## config.mk

```make
export PLATFORM = sky130hd
export DESIGN_NAME = garage_motor_driver
export DESIGN_NICKNAME = d
export VERILOG_FILES = /design/src/rtl/garage_pkg.sv /design/src/rtl/garage_pwm_gen.sv /design/src/rtl/garage_motor_driver.sv
export SDC_FILE = /design/constraint.sdc
export NUM_CORES = 1
export LEC_CHECK = 0
export ABC_AREA = 1
export BUFFER_PORTS_ARGS = -buffer_cell sky130_fd_sc_hd__clkbuf_2
export CAP_MARGIN = 15
export CORE_UTILIZATION = 55
export DETAILED_ROUTE_END_ITERATION = 7
export GPL_TIMING_DRIVEN = 0
export PLACE_DENSITY = 0.72
export SLEW_MARGIN = 20
export SYNTH_ARGS = -nofsm -noshare
export SYNTH_HDL_FRONTEND = slang
export SYNTH_SLANG_ARGS = --single-unit
```

## constraint.sdc

```tcl
create_clock -name clk -period 3.4 [get_ports clk]
set_input_delay 0.34 -clock clk [delete_from_list [all_inputs] [get_ports clk]]
set_output_delay 0.34 -clock clk [all_outputs]
set_load 0.02 [all_outputs]
```

## src/rtl/garage_pkg.sv

```systemverilog
// garage_pkg: state, direction and command encodings shared by the garage controller and motor driver
// Contents: one-hot state codes, DIR_UP/DIR_DN, and the up/down command decode helpers.
package garage_pkg;
  typedef logic [4:0] state_t;
  localparam state_t ST_IDLE  = 5'b00001;
  localparam state_t ST_RAMP  = 5'b00010;
  localparam state_t ST_RUN   = 5'b00100;
  localparam state_t ST_BRAKE = 5'b01000;
  localparam state_t ST_FAULT = 5'b10000;
  localparam logic DIR_UP = 1'b0;
  localparam logic DIR_DN = 1'b1;
  function automatic logic cmd_is_up(input logic up, input logic dn);
    return up & ~dn;
  endfunction
  function automatic logic cmd_is_dn(input logic up, input logic dn);
    return dn & ~up;
  endfunction
  function automatic logic cmd_conflict(input logic up, input logic dn);
    return up & dn;
  endfunction
endpackage

```

## src/rtl/garage_pwm_gen.sv

```systemverilog
// garage_pwm_gen: free-running PWM counter and duty comparator
// Ports: clk, rst (async, active-high); duty in; cnt = free-running counter; lt = (cnt < duty).
module garage_pwm_gen #(
  parameter int PWM_W = 8
) (
  input  logic             clk,
  input  logic             rst,
  input  logic [PWM_W-1:0] duty,
  output logic [PWM_W-1:0] cnt,
  output logic             lt
);
  always_ff @(posedge clk or posedge rst)
    if (rst) cnt <= '0;
    else cnt <= cnt + 1'b1;
  assign lt = cnt < duty;
endmodule

```

## src/rtl/garage_motor_driver.sv

```systemverilog
// garage_motor_driver: H-bridge sequencer with PWM soft-start, dead-time brake and latched conflict fault
// Ports: clk, rst (async, active-high); up_m/dn_m level commands; fault_clr acknowledge;
//        drv_up/drv_dn PWM-gated leg enables; busy (RAMP/RUN/BRAKE); fault (FAULT).
module garage_motor_driver import garage_pkg::*; #(
  parameter int PWM_W       = 8,
  parameter int RAMP_STEP   = 16,
  parameter int RAMP_DIV    = 1000,
  parameter int DEAD_CYCLES = 50
) (
  input  logic clk,
  input  logic rst,
  input  logic up_m,
  input  logic dn_m,
  input  logic fault_clr,
  output logic drv_up,
  output logic drv_dn,
  output logic busy,
  output logic fault
);
  localparam int DUTY_MAX = (1 << PWM_W) - 1;
  localparam int RW = RAMP_DIV > 1 ? $clog2(RAMP_DIV) : 1;
  localparam int DW = DEAD_CYCLES > 1 ? $clog2(DEAD_CYCLES) : 1;
  state_t state, state_n;
  logic dir;
  logic [PWM_W-1:0] duty, pwm_cnt;
  logic [RW-1:0] ramp_cnt;
  logic [DW-1:0] dead_cnt;
  logic pwm_lt, on;
  logic cmd_up, cmd_dn, conflict, want, ramp_tick, dead_done, sat;
  logic [PWM_W:0] duty_sum;
  garage_pwm_gen #(.PWM_W(PWM_W)) u_pwm (
    .clk (clk),
    .rst (rst),
    .duty(duty),
    .cnt (pwm_cnt),
    .lt  (pwm_lt)
  );
  assign cmd_up    = cmd_is_up(up_m, dn_m);
  assign cmd_dn    = cmd_is_dn(up_m, dn_m);
  assign conflict  = cmd_conflict(up_m, dn_m);
  assign want      = dir == DIR_UP ? cmd_up : cmd_dn;
  assign ramp_tick = ramp_cnt == RW'(RAMP_DIV - 1);
  assign dead_done = dead_cnt == DW'(DEAD_CYCLES - 1);
  // one extra bit catches the add overflowing past full scale
  assign duty_sum  = {1'b0, duty} + (PWM_W+1)'(RAMP_STEP);
  assign sat       = duty_sum >= (PWM_W+1)'(DUTY_MAX);
  always_ff @(posedge clk or posedge rst)
    if (rst) state <= ST_IDLE;
    else state <= state_n;
  always_comb begin
    state_n = state;
    if (conflict && state != ST_FAULT) state_n = ST_FAULT;
    else
      case (state)
        ST_IDLE:  state_n = (cmd_up | cmd_dn) ? ST_RAMP : ST_IDLE;
        ST_RAMP:  state_n = !want ? ST_BRAKE : (ramp_tick && sat) ? ST_RUN : ST_RAMP;
        ST_RUN:   state_n = want ? ST_RUN : ST_BRAKE;
        ST_BRAKE: state_n = dead_done ? ST_IDLE : ST_BRAKE;
        ST_FAULT: state_n = (fault_clr & ~up_m & ~dn_m) ? ST_IDLE : ST_FAULT;
        default:  state_n = ST_IDLE;
      endcase
  end
  always_ff @(posedge clk or posedge rst)
    if (rst) begin
      dir      <= DIR_UP;
      duty     <= '0;
      ramp_cnt <= '0;
      dead_cnt <= '0;
    end else begin
      if (state_n == ST_FAULT) duty <= '0;
      else if (state == ST_IDLE && state_n == ST_RAMP) begin
        dir      <= cmd_dn ? DIR_DN : DIR_UP;
        duty     <= PWM_W'(RAMP_STEP);
        ramp_cnt <= '0;
      end else if (state == ST_RAMP && ramp_tick) begin
        ramp_cnt <= '0;
        duty     <= sat ? PWM_W'(DUTY_MAX) : duty_sum[PWM_W-1:0];
      end else if (state == ST_RAMP) ramp_cnt <= ramp_cnt + 1'b1;
      // held at zero outside BRAKE so every BRAKE entry starts from a cleared count
      dead_cnt <= (state == ST_BRAKE && !dead_done) ? dead_cnt + 1'b1 : '0;
    end
  always_comb begin
    on     = state == ST_RUN || (state == ST_RAMP && pwm_lt);
    drv_up = on && dir == DIR_UP;
    drv_dn = on && dir == DIR_DN;
    busy   = state == ST_RAMP || state == ST_RUN || state == ST_BRAKE;
    fault  = state == ST_FAULT;
  end
endmodule

```

==> impl_metrics.tcl, run 1 <==
set metrics [dict create \
    p_sw_share_pct 38.2 \
    grt_max_degree 36 \
    peakVddDrop_v 0.000351 \
    timing.fmax_ghz 0.449 \
    whs_ps 151 \
    hold_violations 0 \
    arrival_ps 1890 \
    start_kind "flop" \
    yosysSeqAreaShare_pct 39.6 \
    fin_crit_sh_pct 65.5 \
    die_area_mm2 0.00428 \
    crit_fanout 5 \
    layout_min_cycle_time_ps 2230 \
    crit_chain "inv_1 > ha_1 > o21ai_0 > nand2_1 > nand3_1 > nand2_1 > nand2_1 > nand3_1 > a21boi_0 > clkbuf_2" \
    clockBufferDepth 2 \
    synth_area_leaders "dfrtp_1 (38%), nand2_1 (11%), ha_1 (9.0%)" \
    synth_nets 302 \
    comb_power_share_pct 33.9 \
    dp_hpwl_mm 2.97 \
    viasPerCell 5.10 \
    tightest_slew_ps 742 \
    seq_power_share_pct 42.1 \
    tns_ps 0 \
    drv_cap 0 \
    finalSetupViolations 0 \
    crit_family "flip-flops" \
    grt_overflow 0 \
    yosysUniqueCellTypes 31 \
    status "finished clean" \
    ys_seq_elements 35 \
    antenna_cells 0 \
    post-cts-setup-buffers 0 \
    die_w_um 65.5 \
    core_mm2 0.00377 \
    vias 1761 \
    syn_inst 281 \
    htree_num_levels 2 \
    routed_wl_mm 4.18 \
    clock_skew_ps 10.6 \
    cts.sinks 35 \
    yosysWarnings 0 \
    fin_nets 317 \
    grt_pass1_wl_mm 7.50 \
    syn_area_mm2 0.00221 \
    cpMaxStageDelayCell "dfrtp_1" \
    path_common_cell "nand2_1" \
    power_switching_mw 0.467 \
    postLayoutCoreUtil_pct 63.5 \
    grt_usage_pct 23.3 \
    p_int_mw 0.756 \
    drv_slew 0 \
    num_rows 22 \
    dp.cells 337 \
    synth_async_sr_flop_share_pct 100 \
    setup_slack_ps 1170 \
    insertion_delay_ps 290 \
    relSlewSlack_pct 50.5 \
    place_area_mm2 0.00231 \
    netlist_top_cells_count "nand2_1 (64), dfrtp_1 (34), nor2_1 (32), inv_1 (31), nand3_1 (26)" \
    ant_nets 0 \
    cts.clk_slew.worst_paths_ps 70 \
    place_worst_setup_slack_ps 1490 \
    fp.dieH_um 65.5 \
    hold_path.class "in -> async" \
    fin_area_mm2 0.00240 \
    synth_flop_cell "dfrtp_1" \
    drive_gt1_share_pct 14.8 \
    start_util_pct 58.7 \
    antenna_found_initial 0 \
    io_buffer_count 8 \
    slowest_delay_ps 390 \
    path_class "reg -> out" \
    leakage_nw 1.26 \
    worstPathBufferInverterCount 2 \
    first_global_vias 1717 \
    clkPwrFrac_pct 24.0 \
    synth.avg_cell_area_um2 7.88 \
    cts_tree "built" \
    drt-initial-drc-count 138 \
    gp_congestion 0.815 \
    synth_edf_count 0 \
    rsz0062_at_grt "no" \
    power.density_mw_per_mm2 511 \
    synth_top_area_cell "dfrtp_1" \
    cp.required_ps 3060 \
    cts_made_buffers 5 \
    instances_no_fill 345 \
    cts_resized 0 \
    drc 0 \
    synth_top_area_share_pct 38.4 \
    drtPass1Iterations 4 \
    post_drt_wl_per_cell_um 12.1 \
    ioPinCount 9 \
    cts_root_buffer "clkbuf_8" \
    area_growth_pct 8.19 \
    cts_hold_buf 0 \
    crit_path_end_kind "output pin" \
    total_power_mw 1.22 \
    post-synth-top-count-cell "nand2_1" \
]
## layout by cell type, fill, tap and decap left out, drive strengths merged, types with 7 or more instances in the layout
| master | synthesis | layout |
|---|---|---|
| nand3 | 29 | 29 |
| dfrtp | 34 | 34 |
| clkbuf | 0 | 15 |
| a21oi | 13 | 13 |
| inv | 37 | 37 |
| nand4 | 9 | 9 |
| o21ai | 7 | 7 |
| nor2 | 39 | 39 |
| ha | 16 | 16 |
| nand2 | 67 | 67 |
## metal layers
metal  up-vias  routed length, um  track usage [%]
li1        940                  -                -
met1       791               2140             30.8
met2        25               1810             36.2
met3         5                151             6.25
met4         0                 68             9.24
met5         -                  0                0
## final timing paths
check	startpoint	slack, ps	end	depth (start not counted)
worst max register to register	duty[4]	1690	duty[2]	9
worst max-delay path	duty[2]	1170	drv_dn	10
max in group asynchronous	rst	2760	dead_cnt[1]	2
min in group clk	u_pwm.cnt[7]	470	u_pwm.cnt[7]	1
worst min register to register	u_pwm.cnt[7]	470	u_pwm.cnt[7]	1
worst min-delay path	rst	150	u_pwm.cnt[6]	2
## area by class of cell
cell class	instances	area (um2)
buffer	4	41.3
clock buffer	7	76.3
clock inverter	1	5.00
fill	351	1380
inverter	37	139
multi-input combinational	205	1160
sequential	35	877
tap	48	60.1
timing repair buffer	8	40.0
## sequential cells by signal (all words and copies together) (netlist names)
name       count
state          5
dead_cnt       6
duty           5
dir            1
u_pwm.cnt      8
ramp_cnt      10
## power by group through the flow
stage	Combinational (mW)	Clock, mW	Sequential [mW]
4_1_cts	0.418	0.304	0.515
3_5_place_dp	0.413	0	0.522
5_1_grt	0.470	0.317	0.526
3_3_place_gp	0.404	0	0.522
6_report	0.414	0.294	0.515
2_1_floorplan	0.332	0	0.512
## cell families (layout without fill, tap and decap cells)
logic type	Yosys count	in the layout	share of synthesized area, %
and+or+nand+nor	154	154	32.4
buffers and inverters	41	57	8.14
DFF	35	35	39.6
AOI/OAI and AO/OA	24	24	6.50
adders and majority gates	16	16	9.04
xor gates and xnor gates	11	11	4.35
(Power assumes the default switching activity.)
==> inputs of run 2 (changes only) <==
--- a/config.mk
+++ b/config.mk
@@ -5,13 +5,13 @@
 export SDC_FILE = /design/constraint.sdc
 export NUM_CORES = 1
 export LEC_CHECK = 0
-export ABC_AREA = 1
+export ABC_AREA = 0
 export BUFFER_PORTS_ARGS = -buffer_cell sky130_fd_sc_hd__clkbuf_2
 export CAP_MARGIN = 15
 export CORE_UTILIZATION = 55
 export DETAILED_ROUTE_END_ITERATION = 7
 export GPL_TIMING_DRIVEN = 0
-export PLACE_DENSITY = 0.72
+export PLACE_DENSITY = 0.75
 export SLEW_MARGIN = 20
 export SYNTH_ARGS = -nofsm -noshare
 export SYNTH_HDL_FRONTEND = slang
==> constraint.sdc (replaced) <==
create_clock -name clk -period 1.9 [get_ports clk]
set_input_delay 0.19 -clock clk [delete_from_list [all_inputs] [get_ports clk]]
set_output_delay 0.19 -clock clk [all_outputs]
set_load 0.02 [all_outputs]
==> impl_metrics.tcl, run 2 <==
set metrics [dict create \
    fp.dieH_um 67.0 \
    gp_congestion 0.838 \
    whs_ps 15.4 \
    antenna_cells 0 \
    grt_usage_pct 27.1 \
    reg_top3 "ramp_cnt (10), u_pwm.cnt (8), dead_cnt (6)" \
    violations "setup timing" \
    tns_ps -1770 \
    crit_fanout 2 \
    syn_area_mm2 0.00232 \
    cts_tree "built" \
    use_met3_pct 5.65 \
    r2r_slack_ps -160 \
    layout_min_cycle_time_ps 2120 \
    drtPass1Iterations 4 \
    place_area_mm2 0.00245 \
    insertion_delay_ps 290 \
    fillerInstances 306 \
    synth_nets 270 \
    ant_nets 0 \
    drc 0 \
    cts.clk_slew.worst_paths_ps 70 \
    yosysUniqueCellTypes 59 \
    yosysSeqAreaShare_pct 37.8 \
    peakVddDrop_v 0.000688 \
    clock_skew_ps 7.60 \
    area_growth_pct 22.3 \
    routed_wl_mm 5.54 \
    slowest_delay_ps 590 \
    crit_chain "or4b_4 > a2111oi_4 > nor2_1 > a211oi_2 > buf_4" \
    dp_hpwl_mm 3.60 \
    synth_flop_cell "dfrtp_1" \
    fin_nets 297 \
    layout_commonest_cell "dfrtp_1" \
    ys_seq_elements 35 \
    arrival_ps 1930 \
    yosysWarnings 0 \
    die_w_um 67.0 \
    first_global_vias 1882 \
    synth_async_sr_flop_share_pct 100 \
    grt_max_degree 36 \
    fin_area_mm2 0.00284 \
    io_buffer_count 8 \
    fin_crit_sh_pct 112 \
    total_power_mw 2.36 \
    drv_cap 0 \
    cpMaxStageDelayCell "or4b_4" \
    dp.cells 307 \
    crit_family "simple AND/OR/NAND/NOR gates" \
    vias 2068 \
    top_usage_layer "met2" \
    timing.fmax_ghz 0.471 \
    drt-initial-drc-count 110 \
    drv_slew 0 \
    largest_register_ffs 10 \
    synth_area_leaders "dfrtp_1 (37%), ha_1 (8.6%), inv_1 (3.2%)" \
    htree_num_levels 2 \
    tightest_slew_ps 761 \
    grt_pass1_wl_mm 8.98 \
    final_cell_mix "dfrtp_1 (31), inv_1 (17), nand2_1 (16), nor2_1 (15), ha_1 (15)" \
    viasPerCell 6.34 \
    num_rows 23 \
    synth_top_area_share_pct 36.6 \
    clockBufferDepth 2 \
    cts.sinks 35 \
    cts_hold_buf 0 \
    hold_violations 0 \
    start_util_pct 57.6 \
    post-synth-top-count-cell "dfrtp_1" \
    netlist_top_cells_count "dfrtp_1 (34), inv_1 (20), nor2_1 (20), ha_1 (16), nand2_1 (16)" \
    cts_made_buffers 5 \
    met1_usage_pct 34.8 \
    core_mm2 0.00403 \
    hold_path.class "in -> async" \
    synth_top_area_cell "dfrtp_1" \
    start_kind "flop" \
    multi_input_area_mm2 0.00151 \
    cp.required_ps 1710 \
    instances_no_fill 326 \
    power.density_mw_per_mm2 831 \
    cts_root_buffer "clkbuf_8" \
    setup_slack_ps -221 \
    antenna_found_initial 0 \
    seqCellArea_um2 881 \
    finalSetupViolations 15 \
    status "complete, but fails checks" \
    grt_overflow 0 \
    ioPinCount 9 \
    rsz0062_at_grt "yes" \
    path_class "reg -> out" \
    post_drt_wl_per_cell_um 17.0 \
    drive_gt1_share_pct 30.4 \
    synth.avg_cell_area_um2 9.33 \
    die_area_mm2 0.00449 \
    leakage_nw 1.24 \
    syn_inst 249 \
    worstPathBufferInverterCount 1 \
    use_met2_pct 44.9 \
    relSlewSlack_pct 49.2 \
    synth_edf_count 0 \
    crit_path_end_kind "output pin" \
    top_register "ramp_cnt" \
]
## run 2: worst paths after layout
kind	startpoint	to	cells after the start
worst min-delay path	rst	dir	2
worst max register to register	state[0]	dir	5
worst min register to register	u_pwm.cnt[0]	u_pwm.cnt[0]	1
worst max-delay path	state[3]	drv_up	5
min in group clk	dn_m	dir	3
max in group asynchronous	rst	duty[4]	2
## run 2: area by class of cell
class	count	share of cell area, %
Buffer	4	0.837
Clock buffer	6	2.91
Clock inverter	1	0.176
Inverter	20	2.64
Multi-Input combinational cell	185	53.1
Sequential cell	35	31.0
Tap cell	50	2.20
Timing Repair Buffer	25	7.14
## run 2: cell families after synthesis
kind of cell	share of synthesized area, %
buffers and inverters	5.76
and+or+nand+nor	23.0
muxes	1.35
AOI/OAI and AO/OA	19.0
DFF	37.8
adders and majority gates	8.62
xor gates and xnor gates	4.53
## run 2: what timing repair did
action                                  4_1_cts  5_1_grt
gates resized for setup                      32       34
buffers inserted                             10        7
endpoints found under the setup margin       23       24
pin swaps                                    13        9
gates cloned                                  0        0
## run 2: power by group
part	leakage, nW	switching [mW]	internal (mW)
Sequential	0.437	0.130	0.845
Combinational	0.751	0.496	0.342
Clock	0.0470	0.261	0.284
## run 2: per-layer routing
| metal | vias to the layer above | wire (um) |
|---|---|---|
| met1 | 1019 | 2430 |
| met3 | 8 | 237 |
| met2 | 59 | 2800 |
| li1 | 982 | - |
| met4 | 0 | 72 |
| met5 | - | 0 |
## run 2: worst register-to-register path: cells and delay by family, from the launching register on
kind          cells  cell delay (ps)
buf+inv           1              260
simple gates      3              720
mux               1              350
flops             1              630
## run 2: stage by stage
stage / utilization, % / worst slack [ps]
4_1_cts: 67.2 / -310
5_1_grt: 70.5 / -299
6_report: 70.5 / -221
2_1_floorplan: - / -30.7
3_3_place_gp: 60.7 / -604
3_5_place_dp: 60.7 / -691
